### src/rtl/sgd_loss_pkg.sv
// Shared definitions for the loss-stage read scheduler.
// - state_e     : scheduler FSM states
// - *_DEF       : default sizing; CREDITS covers adder-tree depth plus loss pipe depth
// - cnt_width() : bits needed to hold 0..max_val
package sgd_loss_pkg;

    localparam int unsigned ENGINE_NUM_DEF   = 8;
    // One adder-tree level per doubling of the engine count.
    localparam int unsigned ENGINE_NUM_WIDTH = $clog2(ENGINE_NUM_DEF);
    localparam int unsigned LOSS_PIPE_DEPTH  = 13;
    localparam int unsigned CREDITS_DEF      = ENGINE_NUM_WIDTH + LOSS_PIPE_DEPTH;
    localparam int unsigned SKEW_MAX_DEF     = 4 * CREDITS_DEF;
    localparam int unsigned CNT_W_DEF        = 32;

    typedef enum logic [1:0] {
        StIdle,
        StRun,
        StDrain,
        StDone
    } state_e;

    function automatic int unsigned cnt_width(input int unsigned max_val);
        return $clog2(max_val + 1);
    endfunction

endpackage

### src/rtl/sgd_loss_rd_sched_if.sv
// Handshake/status bundle of the loss-stage read scheduler.
// master: batch control, FIFO empty flags and credit returns (drives the scheduler)
// slave : the scheduler (drives read enables, busy/done, issued count, skew error)
// With SGD_LOSS_RD_PERF_EN defined, stall_data_cnt/stall_credit_cnt are added.
interface sgd_loss_rd_sched_if #(
    parameter int unsigned ENGINE_NUM = 8,
    parameter int unsigned CNT_W      = 32
);
    logic                  start;
    logic [CNT_W-1:0]      num_samples;
    logic [ENGINE_NUM-1:0] a_empty;
    logic                  b_empty;
    logic [ENGINE_NUM-1:0] a_rd_en;
    logic                  b_rd_en;
    logic                  credit_ret;
    logic                  busy;
    logic                  done;
    logic [CNT_W-1:0]      issued_cnt;
    logic                  err_skew;
`ifdef SGD_LOSS_RD_PERF_EN
    logic [CNT_W-1:0]      stall_data_cnt;
    logic [CNT_W-1:0]      stall_credit_cnt;
`endif

    modport master (
        output start, num_samples, a_empty, b_empty, credit_ret,
        input  a_rd_en, b_rd_en, busy, done, issued_cnt, err_skew
`ifdef SGD_LOSS_RD_PERF_EN
        , input stall_data_cnt, stall_credit_cnt
`endif
    );

    modport slave (
        input  start, num_samples, a_empty, b_empty, credit_ret,
        output a_rd_en, b_rd_en, busy, done, issued_cnt, err_skew
`ifdef SGD_LOSS_RD_PERF_EN
        , output stall_data_cnt, stall_credit_cnt
`endif
    );

endinterface

### src/rtl/sgd_credit_counter.sv
// Up/down credit counter for downstream result slots.
// Ports: clk, rst_n (async, resets to CREDITS), inc (slot returned), dec (slot taken),
//        count (free slots), ovf (return while already full; ignored).
module sgd_credit_counter
    import sgd_loss_pkg::*;
#(
    parameter int unsigned CREDITS = CREDITS_DEF,
    localparam int unsigned W      = cnt_width(CREDITS)
) (
    input  logic         clk,
    input  logic         rst_n,
    input  logic         inc,
    input  logic         dec,
    output logic [W-1:0] count,
    output logic         ovf
);

    logic [W-1:0] count_q, count_d;
    logic         full;

    assign full  = (count_q == W'(CREDITS));
    assign count = count_q;

    always_comb begin
        count_d = count_q;
        ovf     = 1'b0;
        unique case ({inc, dec})
            2'b10: begin
                if (full) ovf = 1'b1;
                else      count_d = count_q + W'(1);
            end
            2'b01: begin
                if (count_q != '0) count_d = count_q - W'(1);
            end
            default: count_d = count_q;   // idle, or inc and dec cancel
        endcase
    end

    always_ff @(posedge clk or negedge rst_n) begin
        if (!rst_n) count_q <= W'(CREDITS);
        else        count_q <= count_d;
    end

endmodule

### src/rtl/sgd_loss_rd_sched.sv
// Lock-step read scheduler for the loss stage: reads all dot-product FIFOs and the b FIFO
// together when all hold data and a downstream slot is free; counts issued samples,
// pulses done once every in-flight result has returned, and flags engine skew.
// Ports: clk, rst_n (async active-low), bus (sgd_loss_rd_sched_if.slave).
// Optional: SGD_LOSS_RD_PERF_EN adds stall_data_cnt / stall_credit_cnt.
module sgd_loss_rd_sched
    import sgd_loss_pkg::*;
#(
    parameter int unsigned ENGINE_NUM = ENGINE_NUM_DEF,
    parameter int unsigned CREDITS    = CREDITS_DEF,
    parameter int unsigned SKEW_MAX   = SKEW_MAX_DEF,
    parameter int unsigned CNT_W      = CNT_W_DEF
) (
    input logic                clk,
    input logic                rst_n,
    sgd_loss_rd_sched_if.slave bus
);

    localparam int unsigned CRED_W = cnt_width(CREDITS);
    localparam int unsigned SKEW_W = cnt_width(SKEW_MAX);

    state_e             state_q, state_d;
    logic [CNT_W-1:0]   n_q, n_d;
    logic [CNT_W-1:0]   issued_q, issued_d;
    logic [SKEW_W-1:0]  skew_q, skew_d;
    logic               err_q, err_d;
    logic [CRED_W-1:0]  cred_count;
    logic               cred_ovf;
    logic               data_ok, partial, issue;

    sgd_credit_counter #(
        .CREDITS (CREDITS)
    ) u_credit (
        .clk   (clk),
        .rst_n (rst_n),
        .inc   (bus.credit_ret),
        .dec   (issue),
        .count (cred_count),
        .ovf   (cred_ovf)
    );

    assign data_ok = ~|bus.a_empty & ~bus.b_empty;
    // Some engines have data, some do not.
    assign partial = |bus.a_empty & ~&bus.a_empty;
    // Zero-latency from flags; state_q resets asynchronously, so reads drop with rst_n.
    assign issue   = (state_q == StRun) & data_ok & (cred_count != '0) & (issued_q < n_q);

    assign bus.a_rd_en    = {ENGINE_NUM{issue}};
    assign bus.b_rd_en    = issue;
    assign bus.busy       = (state_q == StRun) | (state_q == StDrain);
    assign bus.done       = (state_q == StDone);
    assign bus.issued_cnt = issued_q;
    assign bus.err_skew   = err_q;

    always_comb begin
        state_d  = state_q;
        n_d      = n_q;
        issued_d = issued_q;
        skew_d   = '0;
        err_d    = err_q;
        unique case (state_q)
            StIdle: begin
                if (bus.start) begin
                    n_d      = bus.num_samples;
                    issued_d = '0;
                    err_d    = 1'b0;
                    state_d  = (bus.num_samples == '0) ? StDone : StRun;
                end
            end
            StRun: begin
                if (issue) issued_d = issued_q + CNT_W'(1);
                if (partial) begin
                    skew_d = skew_q;
                    if (skew_q < SKEW_W'(SKEW_MAX)) begin
                        skew_d = skew_q + SKEW_W'(1);
                        if (skew_d == SKEW_W'(SKEW_MAX)) err_d = 1'b1;
                    end
                end
                if (issued_d == n_q) state_d = StDrain;
            end
            StDrain: begin
                if (cred_count == CRED_W'(CREDITS)) state_d = StDone;
            end
            StDone: state_d = StIdle;
        endcase
        // A return into a full pool means results arrived that were never issued.
        if (cred_ovf) err_d = 1'b1;
    end

    always_ff @(posedge clk or negedge rst_n) begin
        if (!rst_n) begin
            state_q  <= StIdle;
            n_q      <= '0;
            issued_q <= '0;
            skew_q   <= '0;
            err_q    <= 1'b0;
        end else begin
            state_q  <= state_d;
            n_q      <= n_d;
            issued_q <= issued_d;
            skew_q   <= skew_d;
            err_q    <= err_d;
        end
    end

`ifdef SGD_LOSS_RD_PERF_EN
    logic [CNT_W-1:0] stall_data_q, stall_credit_q;
    logic             start_ok;

    assign start_ok             = (state_q == StIdle) & bus.start;
    assign bus.stall_data_cnt   = stall_data_q;
    assign bus.stall_credit_cnt = stall_credit_q;

    always_ff @(posedge clk or negedge rst_n) begin
        if (!rst_n) begin
            stall_data_q   <= '0;
            stall_credit_q <= '0;
        end else if (start_ok) begin
            stall_data_q   <= '0;
            stall_credit_q <= '0;
        end else if (state_q == StRun) begin
            if (!data_ok && stall_data_q != '1) stall_data_q <= stall_data_q + CNT_W'(1);
            if (data_ok && cred_count == '0 && stall_credit_q != '1) begin
                stall_credit_q <= stall_credit_q + CNT_W'(1);
            end
        end
    end
`endif

endmodule

### src/flat_wrapper.sv
// flat-port wrapper written by rule: the top's interface ports become plain ports
module sgd_loss_rd_sched_flat import sgd_loss_pkg::*;
#(
    parameter int unsigned ENGINE_NUM = ENGINE_NUM_DEF,
    parameter int unsigned CREDITS    = CREDITS_DEF,
    parameter int unsigned SKEW_MAX   = SKEW_MAX_DEF,
    parameter int unsigned CNT_W      = CNT_W_DEF
)
  (clk, rst_n, bus_start, bus_num_samples, bus_a_empty, bus_b_empty, bus_credit_ret, bus_a_rd_en, bus_b_rd_en, bus_busy, bus_done, bus_issued_cnt, bus_err_skew);
  sgd_loss_rd_sched_if #(.ENGINE_NUM(ENGINE_NUM), .CNT_W(CNT_W)) bus_i ();
  input logic clk;
  input logic rst_n;
  input wire logic [$bits(bus_i.start)-1:0] bus_start;
  input wire logic [$bits(bus_i.num_samples)-1:0] bus_num_samples;
  input wire logic [$bits(bus_i.a_empty)-1:0] bus_a_empty;
  input wire logic [$bits(bus_i.b_empty)-1:0] bus_b_empty;
  input wire logic [$bits(bus_i.credit_ret)-1:0] bus_credit_ret;
  output wire logic [$bits(bus_i.a_rd_en)-1:0] bus_a_rd_en;
  output wire logic [$bits(bus_i.b_rd_en)-1:0] bus_b_rd_en;
  output wire logic [$bits(bus_i.busy)-1:0] bus_busy;
  output wire logic [$bits(bus_i.done)-1:0] bus_done;
  output wire logic [$bits(bus_i.issued_cnt)-1:0] bus_issued_cnt;
  output wire logic [$bits(bus_i.err_skew)-1:0] bus_err_skew;
  assign bus_i.start = bus_start;
  assign bus_i.num_samples = bus_num_samples;
  assign bus_i.a_empty = bus_a_empty;
  assign bus_i.b_empty = bus_b_empty;
  assign bus_i.credit_ret = bus_credit_ret;
  assign bus_a_rd_en = bus_i.a_rd_en;
  assign bus_b_rd_en = bus_i.b_rd_en;
  assign bus_busy = bus_i.busy;
  assign bus_done = bus_i.done;
  assign bus_issued_cnt = bus_i.issued_cnt;
  assign bus_err_skew = bus_i.err_skew;
  sgd_loss_rd_sched #(.ENGINE_NUM(ENGINE_NUM), .CREDITS(CREDITS), .SKEW_MAX(SKEW_MAX), .CNT_W(CNT_W)) u_core (.clk(clk), .rst_n(rst_n), .bus(bus_i));
endmodule
### config.mk
export PLATFORM = sky130hd
export DESIGN_NAME = sgd_loss_rd_sched_flat
export DESIGN_NICKNAME = d
export VERILOG_FILES = /design/src/rtl/sgd_loss_pkg.sv /design/src/rtl/sgd_loss_rd_sched_if.sv /design/src/rtl/sgd_credit_counter.sv /design/src/rtl/sgd_loss_rd_sched.sv /design/src/flat_wrapper.sv
export SDC_FILE = /design/constraint.sdc
export NUM_CORES = 1
export LEC_CHECK = 0
export ABC_CLOCK_PERIOD_IN_PS = 9550
export CAP_MARGIN = 20
export CORE_ASPECT_RATIO = 0.7
export CORE_MARGIN = 2
export CORE_UTILIZATION = 50
export CTS_CLUSTER_DIAMETER = 80
export DETAILED_ROUTE_END_ITERATION = 10
export PLACE_DENSITY_LB_ADDON = 0.25
export SETUP_SLACK_MARGIN = 0.5
export SYNTH_ARGS = -nofsm -noshare
export SYNTH_HDL_FRONTEND = slang
export SYNTH_HIERARCHICAL = 1
export SYNTH_SLANG_ARGS = --single-unit
### constraint.sdc
create_clock -name clk -period 9.55 [get_ports clk]
set_clock_uncertainty 0.15 [all_clocks]
set_input_delay 2.3875 -clock clk [delete_from_list [all_inputs] [get_ports clk]]
set_output_delay 2.3875 -clock clk [all_outputs]
set_load 0.01 [all_outputs]
# Word level (Yosys, flattened, before mapping)
# Index checks and enable logic that the tools add are counted.
# word_totals
register_bits	79
input_bits	45
output_inout_bits	44
wordCells	75
# classes
n_addsub	4
n_lt_le_gt_ge	2
n_eq_ne	18
mux	23
bitwise_logic	7
n_reduce_logical	15
# op_table
op	count
two-way mux 32 bit	3
case mux 32 bit (2 select lines)	1
adder 32 x 1 -> 32 bit (second input constant)	1
== test 32 bit	1
logical NOT 32 bit	1
< comparator 32 bit	1
two-way mux 7 bit	3
two-way mux 5 bit	2
case mux 5 bit (2 select lines)	1
!= test 3 x 2 -> 1 bit (second input constant)	3
two-way mux 2 bit	4
!= test 2 bit (second input constant)	4
case mux 2 bit (4 select lines)	1
AND reduction 8 bit	1
OR reduction 8 bit	1
adder 7 x 1 -> 7 bit (second input constant)	1
== test 7 bit (second input constant)	1
< comparator 7 bit (second input constant)	1
two-way mux 1 bit	7
== test 2 bit (second input constant)	3
AND reduction 3 bit	2
adder 5 x 1 -> 5 bit (second input constant)	1
AND 1 bit	5
== test 5 bit (second input constant)	1
other kinds (15)	19

# Longest topological paths before layout
# logic_depth
ltp_word	11
mapped_depth	17
depth_no_buf	15

# Cells and area by module
# Netlist, hierarchy kept.
# modules_own_cells
mod	n_inst	cells_each	area_each_um2	seq_area_each_um2
sgd_loss_rd_sched	1	670	5871.9	1851.8
sgd_credit_counter	1	49	425.4	126.4

# Worst setup path before layout
# Ideal clock, no wire load.
# synth_path
path_type	input-to-output
start	input bus_a_empty[1]
end	output bus_a_rd_en[0]
arrival_ns	4.051
slack_ns	2.961
cell_stages	5
path_buffers	2
cell_sequence	nor4_2 > o2111ai_2 > buf_2 > a211oi_4 > buf_4
# synth_between
elab_chain_len	6
# synth_rtl
element	line	source
start: declaration	flat_wrapper.sv:15	input wire logic [$bits(bus_i.a_empty)-1:0] bus_a_empty;
OR reduction 8 bit	sgd_loss_rd_sched.sv:42	assign data_ok = ~|bus.a_empty & ~bus.b_empty;
logical NOT 1 bit	sgd_loss_rd_sched.sv:42	
AND 1 bit	sgd_loss_rd_sched.sv:42	
AND 1 bit (3 in a row)	sgd_loss_rd_sched.sv:46	assign issue = (state_q == StRun) & data_ok & (cred_count != '0) & (issued_q < n_q);
end: declaration	flat_wrapper.sv:18	output wire logic [$bits(bus_i.a_rd_en)-1:0] bus_a_rd_en;
# No other way between the ends.

# Worst setup path after layout
# layout_path
start	input bus_a_empty[5]
end	output bus_a_rd_en[4]
# Same word-level chain as after synthesis.

==> out/metrics.csv <==
stage,metric,value,unit
worst_setup_path,flop-to-flop setup slack,4.33,ns
cts,Num CTS Buffers,9,
finish,multi-input logic area,3980,um^2
floorplanning,core box area,12300,um^2
cts,clock sink count,79,
timing,Tightest Pin Transition,1.08,ns
place,IO Port Bufs,88,
timing,setup TNS,0,ns
timing,final setup vio count,0,
cts,Clock Tree Buf Depth,2,
flow_run,max_cap viols,0,
worst_setup_path,Crit path required time,7.01,ns
timing,period utilisation layout,81.8,%
cts,hold_buf cts,0,
yosys,"EDFF count, synth",0,
routing,DR iter-0 viols,672,
global_routing,GRT Residual Overflow,0,
finish,fin nets,867,
timing,Fmax,128,MHz
yosys,#FFs+latches synth,79,
floorplanning,Die Area,13500,um^2
yosys,distinct cell type count after synthesis,75,
yosys,"Seq/Total Area, Yosys",31.4,%
floorplanning,I/O pins,89,
worst_setup_path,CP max stage delay,0.60,ns
place,gp weighted congestion,0.967,
cts,# Post-CTS Setup Buffers,0,
yosys,async set or reset register ratio after synthesis,100,%
cts,CTS root buf,clkbuf_16,
cts,# H-tree levels,3,
global_routing,GRT met3 Usage,7.21,%
finish,area grow syn2layout,19.9,%
cts,"Clk Latency, worst-skew pair",0.35,ns
global_routing,Total Routing Usage GR,30.7,%
timing,"Slew Viols, Final",0,
yosys,Synth Flop Type,dfrtp_1,
floorplanning,# rows,34,
worst_setup_path,type of origin of the critical path,primary input,
timing,RSZ-0062 raised after global routing,false,
worst_setup_path,CP max-delay cell,clkdlybuf4s50_1,
worst_setup_path,crit end category,output port,
yosys,main combinational cell family by area after synthesis,compound AO/OA/AOI/OAI gates,
floorplanning,Initial Util,51.0,%
finish,"commonest non-fill, non-tap cell in the layout",clkdlybuf4s50_1,
floorplanning,Die Height,97.9,um
global_routing,M2 GR Usage,49.2,%
timing,final hold vios,0,
routing,WL per Instance,22.0,um
routing,vias post-DR,6190,
min_path,Tightest Hold Check Type,register to register,
global_routing,first-pass GRT wire length,32.8,mm
yosys,Mapped Area,6300,um^2
worst_setup_path,Crit Path Max Fanout,24,
worst_setup_path,R2R depth,12,
yosys,simple-gate share of the synthesized area,20.1,%
worst_setup_path,Reg-to-Reg End,u_core/state_q[1],
global_routing,initial antenna violation count,0,
yosys,post-synthesis compound-gate area fraction,20.6,%
place,post-DP HPWL,15.6,mm
routing,DR vias/cell,6.51,
yosys,post-synthesis xor/xnor area fraction,6.95,%
min_path,WHS Path Cells,1,
routing,Initial DRT Pass Iterations,6,
worst_setup_path,RR Startpoint,u_core/state_q[1],
global_routing,vias in the first global route,5900,
finish,most frequent cells in the layout,"87 x clkdlybuf4s50_1, 78 x dfrtp_1, 59 x o21ai_0",
timing,Rel. slew slack,26.7,%
finish,Final Util,61.2,%
global_routing,met1 Use GR,42.0,%
routing,drt drc,0,
power,Peak VDD IR,257,uV
global_routing,Most Crowded Layer GR,met2,
yosys,post-synthesis adder-cell area fraction,7.55,%
min_path,hold_sp,u_core/n_q[25],
global_routing,largest net degree at the start of global routing,46,
floorplanning,Die W,138,um
finish,# fillers,1104,
yosys,multiplexer share of the synthesized area,7.67,%
cts,CTS tree,done,
worst_setup_path,Setup Crit Path Kind,primary input to output port,
yosys,yosys warns,6,
finish,ANT cells,0,
finish,register area,1980,um^2
power,Pwr per Cell Area,221,nW/um^2
min_path,Hold EP,u_core/n_q[25],
worst_setup_path,Critical Path AT,5.27,ns
yosys,Syn Inst Count,719,
status,status,completed,
cts,Clock Pin Slew Worst Setup and Hold Paths,0.07,ns
cts,Resize count post-CTS,0,
timing,Final min period,7.81,ns
yosys,syn nets,802,
power,Pleak,0.00306,uW
routing,total wire length,20.9,mm
routing,"antenna viol nets, final",0,
yosys,Synth Area per Inst,8.76,um^2
finish,share of post-route cells with drive strength above 1,10.3,%
worst_setup_path,CP dominant cell by count,clkdlybuf4s50_1,
worst_setup_path,crit-path cells,clkdlybuf4s50_1 > nor4_2 > o2111ai_2 > a211oi_4 > buf_4 > clkdlybuf4s50_1,
## state kept, by name (all words and copies together) (netlist names)
register / cells
u_core/bus.issued_cnt: 32
u_core/n_q: 32
u_core/state_q: 2
u_core/skew_q: 7
u_core/u_credit/count: 5
u_core/bus.err_skew: 1
## per-stage QoR
step | setup WS (ns) | total power [uW] | instances | hold WS [ns] | instance area, um^2
final | 1.74 | 1670 | 951 | 0.411 | 7550
after CTS | 1.74 | 1640 | 951 | 0.414 | 7550
after floorplan | 2.96 | 1040 | 719 | 0.347 | 6300
after global placement | 1.89 | 1250 | 935 | 0.374 | 7250
after global routing | 1.59 | 1750 | 951 | 0.429 | 7550
after detailed placement | 1.74 | 1290 | 935 | 0.379 | 7250
## cells by family (layout without fill, tap and decap cells)
family | after synthesis | in the layout
AO/OA/AOI/OAI | 188 | 188
XOR/XNOR | 50 | 50
adder cells (fa/ha/maj) | 38 | 38
buffers and inverters | 83 | 153
flip-flops | 79 | 79
multiplexers | 44 | 44
AND/OR/NAND/NOR | 237 | 237
## Yosys cell counts (8+ instances only)
library cell | number | area share (%)
buf_4 | 9 | 1.1
inv_1 | 41 | 2.4
nand2_1 | 44 | 2.6
or3_1 | 8 | 0.79
nor4_1 | 17 | 1.7
o31ai_1 | 9 | 1.1
o21ai_0 | 59 | 4.7
nand4_1 | 27 | 2.7
clkbuf_1 | 21 | 1.3
mux2i_1 | 10 | 1.6
dfrtp_1 | 78 | 31
nor2_1 | 51 | 3.0
a21oi_1 | 40 | 3.2
mux2_2 | 33 | 5.9
xor2_1 | 17 | 2.4
ha_1 | 38 | 7.6
nand3_1 | 30 | 2.4
and3_1 | 10 | 0.99
xnor2_1 | 33 | 4.6
nor3_1 | 9 | 0.72
## metal layers
layer	vias to the layer above	share of wire (%)	wire, um
li1	2798	-	-
met1	3019	44	9110
met2	336	44	9310
met3	37	9.9	2060
met4	0	2.1	445
met5	-	0	0
## power by group
group	switching (uW)	internal, uW
clock network	166	186
logic	430	322
registers	135	428
total	731	935
## final cells by class
| type | count | area share, % |
|---|---|---|
| clock inverters | 7 | 0.928 |
| flip-flops and latches | 79 | 26.2 |
| clock buffers | 9 | 2.98 |
| inverters | 41 | 2.04 |
| multi-input cells | 557 | 52.7 |
| repair buffers | 96 | 12.4 |
| well taps | 162 | 2.69 |
## worst max-delay path, delay by kind of cell
| family | cells | cell delay, ns |
|---|---|---|
| buf+inv | 3 | 1.38 |
| simple gates | 1 | 0.49 |
| compound gates | 2 | 1.00 |
## how the worst max path moves through the flow
stage,from,endpoint,slack [ns]
after floorplan,bus_a_empty[1],bus_a_rd_en[0],2.96
after detailed placement,bus_a_empty[5],bus_a_rd_en[0],1.74
after global routing,bus_a_empty[5],bus_a_rd_en[0],1.59
final,bus_a_empty[5],bus_a_rd_en[4],1.74
after global placement,bus_a_empty[5],bus_b_rd_en,1.89
after CTS,bus_a_empty[5],bus_a_rd_en[5],1.74
Power figures use the tool's default switching activity.
